### config.mk
export PLATFORM = sky130hd
export DESIGN_NAME = spi_cmd_master
export DESIGN_NICKNAME = d
export VERILOG_FILES = /design/src/rtl/traffic_spi_pkg.sv /design/src/rtl/spi_sclk_gen.sv /design/src/rtl/spi_cmd_master.sv
export SDC_FILE = /design/constraint.sdc
export NUM_CORES = 1
export LEC_CHECK = 0
export BUFFER_PORTS_ARGS = -buffer_cell sky130_fd_sc_hd__buf_2
export CAP_MARGIN = 0
export CORE_ASPECT_RATIO = 0.7
export CORE_MARGIN = 2
export CORE_UTILIZATION = 49
export DETAILED_ROUTE_END_ITERATION = 8
export PLACE_DENSITY = 0.73
export SKIP_LAST_GASP = 1
export SYNTH_ARGS = -nofsm -noshare
export SYNTH_HDL_FRONTEND = slang
export SYNTH_SLANG_ARGS = --single-unit
### constraint.sdc
create_clock -name clk -period 3.5 [get_ports clk]
set_clock_uncertainty 0.2 [all_clocks]
set_input_delay 0.525 -clock clk [delete_from_list [all_inputs] [get_ports clk]]
set_output_delay 0.525 -clock clk [all_outputs]
set_load 0.05 [all_outputs]
### src/rtl/traffic_spi_pkg.sv
// Shared constants and types for the traffic-light SPI command link.
package traffic_spi_pkg;

  localparam int ADDR_W    = 2;
  localparam int DATA_W    = 3;
  localparam int PAYLOAD_W = 6;

  localparam logic [3:0] PREAMBLE_SLOT = 4'd0;
  localparam logic [3:0] START_SLOT    = 4'd1;
  localparam logic [3:0] PAYLOAD_FIRST = 4'd2;
  localparam logic [3:0] PAYLOAD_LAST  = 4'd7;
  localparam logic [3:0] TRAILER_SLOT  = 4'd8;

  typedef enum logic [1:0] {
    IDLE  = 2'd0,
    FRAME = 2'd1,
    GAP   = 2'd2
  } state_t;

endpackage

### src/rtl/spi_sclk_gen.sv
// Serial clock divider: one slot is two halves of CLK_DIV clk cycles each,
// low half first. Idles with sclk low and counters cleared while disabled.
module spi_sclk_gen #(
  parameter int unsigned CLK_DIV = 4
) (
  input  logic clk,
  input  logic rst,
  input  logic en,
  output logic sclk,
  output logic slot_start,
  output logic slot_end
);

  localparam logic [7:0] DIV_LAST = 8'(CLK_DIV - 1);

  logic [7:0] div_cnt;
  logic       phase;

  // Divider counter and half-period phase; phase drives sclk directly so it is glitch-free.
  always_ff @(posedge clk or posedge rst) begin
    if (rst) begin
      div_cnt <= '0;
      phase   <= 1'b0;
    end else if (!en) begin
      div_cnt <= '0;
      phase   <= 1'b0;
    end else if (div_cnt == DIV_LAST) begin
      div_cnt <= '0;
      phase   <= ~phase;
    end else begin
      div_cnt <= div_cnt + 8'd1;
    end
  end

  assign sclk       = phase;
  assign slot_start = en && !phase && (div_cnt == 8'd0);
  assign slot_end   = en &&  phase && (div_cnt == DIV_LAST);

endmodule

### src/rtl/spi_cmd_master.sv
// SPI master that frames {wen, addr, data} commands as
// preamble 0, start 1, 6 payload bits, trailer 0, then a deselected gap.
//
// state | meaning
// IDLE  | ready for a command, SPI pins parked
// FRAME | slots 0..8 with ss_n low
// GAP   | ss_n high, sclk still running, done on the last clk
module spi_cmd_master
  import traffic_spi_pkg::*;
#(
  parameter int unsigned CLK_DIV   = 4,
  parameter int unsigned GAP_SLOTS = 2
) (
  input  logic              clk,
  input  logic              rst,
  input  logic              cmd_valid,
  output logic              cmd_ready,
  input  logic              cmd_wen,
  input  logic [ADDR_W-1:0] cmd_addr,
  input  logic [DATA_W-1:0] cmd_data,
  output logic              busy,
  output logic              done,
  output logic              spi_sclk,
  output logic              spi_mosi,
  output logic              spi_ss_n,
  input  logic              spi_miso
);

  localparam logic [3:0] LAST_SLOT = 4'(TRAILER_SLOT + GAP_SLOTS);

  state_t                 state_q, state_d;
  logic                   ready_q;
  logic [PAYLOAD_W-1:0]   shreg;
  logic [3:0]             slot_cnt;
  logic [3:0]             slot_nxt;
  logic                   mosi_q, ss_n_q;
  logic                   accept;
  logic                   slot_start, slot_end;
  logic                   gap_last;
  logic                   unused_miso;

  // The slave never drives anything back that this block cares about.
  assign unused_miso = spi_miso;

  assign busy      = (state_q != IDLE);
  assign cmd_ready = ready_q && (state_q == IDLE);
  assign accept    = cmd_valid && cmd_ready;
  assign gap_last  = (state_q == GAP) && slot_end && (slot_cnt == LAST_SLOT);
  assign done      = gap_last;
  assign slot_nxt  = slot_cnt + 4'd1;
  assign spi_mosi  = mosi_q;
  assign spi_ss_n  = ss_n_q;

  spi_sclk_gen #(.CLK_DIV(CLK_DIV)) u_sclk_gen (
    .clk        (clk),
    .rst        (rst),
    .en         (busy),
    .sclk       (spi_sclk),
    .slot_start (slot_start),
    .slot_end   (slot_end)
  );

  // State register.
  always_ff @(posedge clk or posedge rst) begin
    if (rst) state_q <= IDLE;
    else     state_q <= state_d;
  end

  // Next-state decode.
  always_comb begin
    state_d = state_q;
    unique case (state_q)
      IDLE:    if (accept) state_d = FRAME;
      FRAME:   if (slot_end && (slot_cnt == TRAILER_SLOT)) state_d = GAP;
      GAP:     if (gap_last) state_d = IDLE;
      default: state_d = IDLE;
    endcase
  end

  // Command capture, slot counting and registered SPI pins. Pins are loaded
  // on the last clk of a slot so they change exactly at the next slot start.
  always_ff @(posedge clk or posedge rst) begin
    if (rst) begin
      ready_q  <= 1'b0;
      shreg    <= '0;
      slot_cnt <= '0;
      mosi_q   <= 1'b0;
      ss_n_q   <= 1'b1;
    end else begin
      ready_q <= 1'b1;
      if (accept) begin
        shreg    <= {cmd_wen, cmd_addr, cmd_data};
        slot_cnt <= PREAMBLE_SLOT;
        ss_n_q   <= 1'b0;
        mosi_q   <= 1'b0;
      end else if (busy) begin
        if (slot_start && (slot_cnt >= PAYLOAD_FIRST) && (slot_cnt <= PAYLOAD_LAST))
          shreg <= {shreg[PAYLOAD_W-2:0], 1'b0};
        if (gap_last) begin
          slot_cnt <= '0;
          ss_n_q   <= 1'b1;
          mosi_q   <= 1'b0;
        end else if (slot_end) begin
          slot_cnt <= slot_nxt;
          ss_n_q   <= (slot_nxt > TRAILER_SLOT);
          if (slot_nxt == START_SLOT)
            mosi_q <= 1'b1;
          else if ((slot_nxt >= PAYLOAD_FIRST) && (slot_nxt <= PAYLOAD_LAST))
            mosi_q <= shreg[PAYLOAD_W-1];
          else
            mosi_q <= 1'b0;
        end
      end
    end
  end

endmodule

==> results.txt <==
* Fraction of the yosys area taken by sequential cells: 45.5%
- The via count of the first global-routing pass is 885.
- Number of levels the H-tree was split into: 1
- Summing every instance area after synthesis gives 1320 sq um.
* Max-slew headroom: 39.9%
- For this design the ratio of total power to cell area is 312 nW/um^2.
- Crit Path Class: reg2out
* Ratio of cells with drive above 1 in the final layout: 18.5%
- Counting instances in the post-synthesis netlist gives the leading cell types as 23 x dfrtp_1, 16 x nor2_1, 14 x nand3_1.
* Static Leakage: 0.702 nW
- Compound-Gate Fraction of Synth Area: 13.6%
- The tool flagged a number of max-cap violations equal to 0.
- Kind of capture point of the worst setup path: output pin
* Overall via count from detail_route: 1,025
- Final Cycle Share: 91.1%
* Final setup violation count: 0
* Top area cells in the synthesized netlist: dfrtp_1 44%, nand3_1 5.3%, ha_1 4.7%, nor2_1 4.5%, xor2_1 4.0%
- Summed over its instances, the top area cell type makes up 43.6% of the synthesized netlist area.
- Final-layout setup total negative slack: 0 ns
- Simple-gate portion of the synthesized area: 25.8%
- Tightest Pin Transition: 0.901 ns
* Clock slew at reported path FFs: 0.08 ns
- Worst Path Max Fanout: 7
* Flip-flop cell with the highest count after synthesis: dfrtp_1
- The pre-antenna-repair detailed-routing pass consisted of 4 iterations.
* Clock tree from TritonCTS: yes
- Entering global routing, the biggest net connects 25 pins.
* Post-synth net total: 151
- Die footprint: 3130 sq um
- During synthesis, Yosys emitted a total of 0 warnings.
- Largest family of logic cells by synthesized area: simple AND/OR/NAND/NOR gates
- Summing the areas of all fa, ha and maj instances in the mapped netlist gives 4.73% of the synthesized area.
* Yosys top cell by area: dfrtp_1
- Setup repair after global routing missed its margin: false
* Synthesis-to-finish area growth: 10.9%
- The first global-routing pass estimated 4120 um of wire.
* Nature of the critical path startpoint: flop
- Counting flops and latches in the post-synthesis netlist gives 24.
- VDD sags by at most 0.000261 V.
- Design Power: 0.456 mW
- Detailed-route vias per instance: 5.54
- Maximum frequency from static timing analysis: 0.314 GHz
- Site row count: 15
- Number of DRC violations after detailed routing: 0
* Gate count of the mapped netlist: 136
- From bottom edge to top edge, the die measures 47.4 um.
- Counting the buffers created by CTS gives 3.
* Number of placed I/O pins: 16
- Insertion delay to the later sink of the worst-skew pair: 0.26 ns
- After synthesis, the share of flip-flops with an asynchronous set or reset is 100%.
- The repair_antennas step left the layout with diodes totalling 0.
- DIE WIDTH: 66.1 um
* Core ar.: 2510 sq um
- The first routing iteration left 53 violations.
* Post-layout min period: 3.19 ns
- Summing the areas of all xor and xnor instances in the mapped netlist gives 5.30% of the synthesized area.
* Post-CTS Repair Setup Buffers: 0
- Leading cell type by number of instances after synthesis: dfrtp_1
- Of the post-synthesis cell area, the part taken by muxes is 0.852%.
- Placer's final routability congestion estimate: 0.838
- Tot GR Track Use: 17.8%
- R2r worst-path depth: 5
- Required arrival time at the worst endpoint: 2.77 ns
- For this run, the post-layout net count is 167.
- Max Slew Vio Count: 0
* Post-Route WL: 2500 um
- Signal arrival time at the worst endpoint: 2.46 ns
- Number of endpoints with negative hold slack in the final report: 0
- Path class of the lowest-slack min-delay path: in2async
- Input/output buffers: 14
* Initial Utilization: 52.5%
- Count of nets left with antenna violations after detail routing: 0
- Number of enable-type register cells in the synthesized netlist: 0
* Avg WL per Cell: 13.5 um
- Total gr overflow: 0
- In this run, post-CTS hold repair placed 0 buffers.
- Placed wire-length estimate: 1800 um
- Cells resized by post-CTS repair: 0
* Cell at the root of the clock tree: clkbuf_8
- Buffers from clock root to sink, at most: 2
- Yosys mapped the design onto 43 distinct sky130hd cell types.
- Average cell area after synthesis: 9.72 sq um
- The initial antenna violation count was 0.
- The clock net in this run drives a total of 24 sinks.
* Status: complete, no violations
## layer usage
layer	vias to the layer above	GRT usage [%]	wire (um)
met5	-	0	0
met4	0	3.67	12
met3	2	4.94	70
met2	12	28.9	1140
met1	503	24.8	1280
li1	508	-	-
## cells in the final DEF (no fill, tap or decap), drive strengths merged, types with 5 or more instances in the layout
| cell type | n |
|---|---|
| ha | 5 |
| nand2 | 5 |
| o21ai | 9 |
| nand3 | 15 |
| inv | 8 |
| dfrtp | 23 |
| buf | 15 |
| nor2 | 16 |
| xor2 | 6 |
| a31oi | 5 |
## worst paths after layout
kind                       slack, ns             startpoint                     to
setup reg to reg                1.21  u_sclk_gen.div_cnt[0]            slot_cnt[3]
setup / recovery                0.31  u_sclk_gen.div_cnt[0]                   done
hold / removal                  0.24                    rst               shreg[1]
min in group clk                0.26               spi_ss_n               spi_ss_n
hold reg to reg                 0.26               spi_ss_n               spi_ss_n
max in group asynchronous       2.31                    rst  u_sclk_gen.div_cnt[6]
## where the power goes
group / total, mW / leakage (nW) / switching [mW] / internal [mW]
Sequential: 0.278 / 0.304 / 0.000248 / 0.278
Combinational: 0.0101 / 0.375 / 0.00685 / 0.00330
Clock: 0.168 / 0.0228 / 0.0871 / 0.0813
## cell type report
cell class	instances	area (sq um)
multi-input cells	100	668
well taps	34	42.5
fillers	241	1050
flip-flops and latches	24	602
clock buffers	4	45.0
repair buffers	15	77.6
inverters	8	30.0
## kinds of logic (layout without fill, tap and decap cells)
group | Yosys count | after routing
buffers and inverters | 12 | 27
adder cells (fa/ha/maj) | 5 | 5
other | 1 | 1
AO/OA/AOI/OAI | 25 | 25
XOR/XNOR | 8 | 8
flip-flops | 24 | 24
AND/OR/NAND/NOR | 60 | 60
multiplexers | 1 | 1
## sequential cells by signal (all words and copies together), names as in the netlist
signal / count
ready_q: 1
shreg: 6
slot_cnt: 4
spi_mosi: 1
spi_ss_n: 1
state_q: 2
u_sclk_gen.div_cnt: 8
u_sclk_gen.sclk: 1
## per-stage QoR
stage	setup slack, ns	cells	area (sq um)	hold slack [ns]	utilization (%)
after floorplan	0.202	136	1320	0.285	-
after global placement	0.709	181	1420	0.257	56.5
after detailed placement	0.646	181	1420	0.255	56.5
after CTS	0.319	185	1470	0.267	58.3
after global routing	0.114	185	1470	0.288	58.3
final	0.313	185	1470	0.242	58.3
## critical path, stage by stage, from the launching register on
cell     delay, ns
dfrtp_1       0.42
ha_1          0.26
nor3b_1       0.40
and4b_1       0.44
nand3_1       0.15
nor3b_1       0.23
buf_2         0.30
Note: power is estimated with default switching activity, not from simulation.
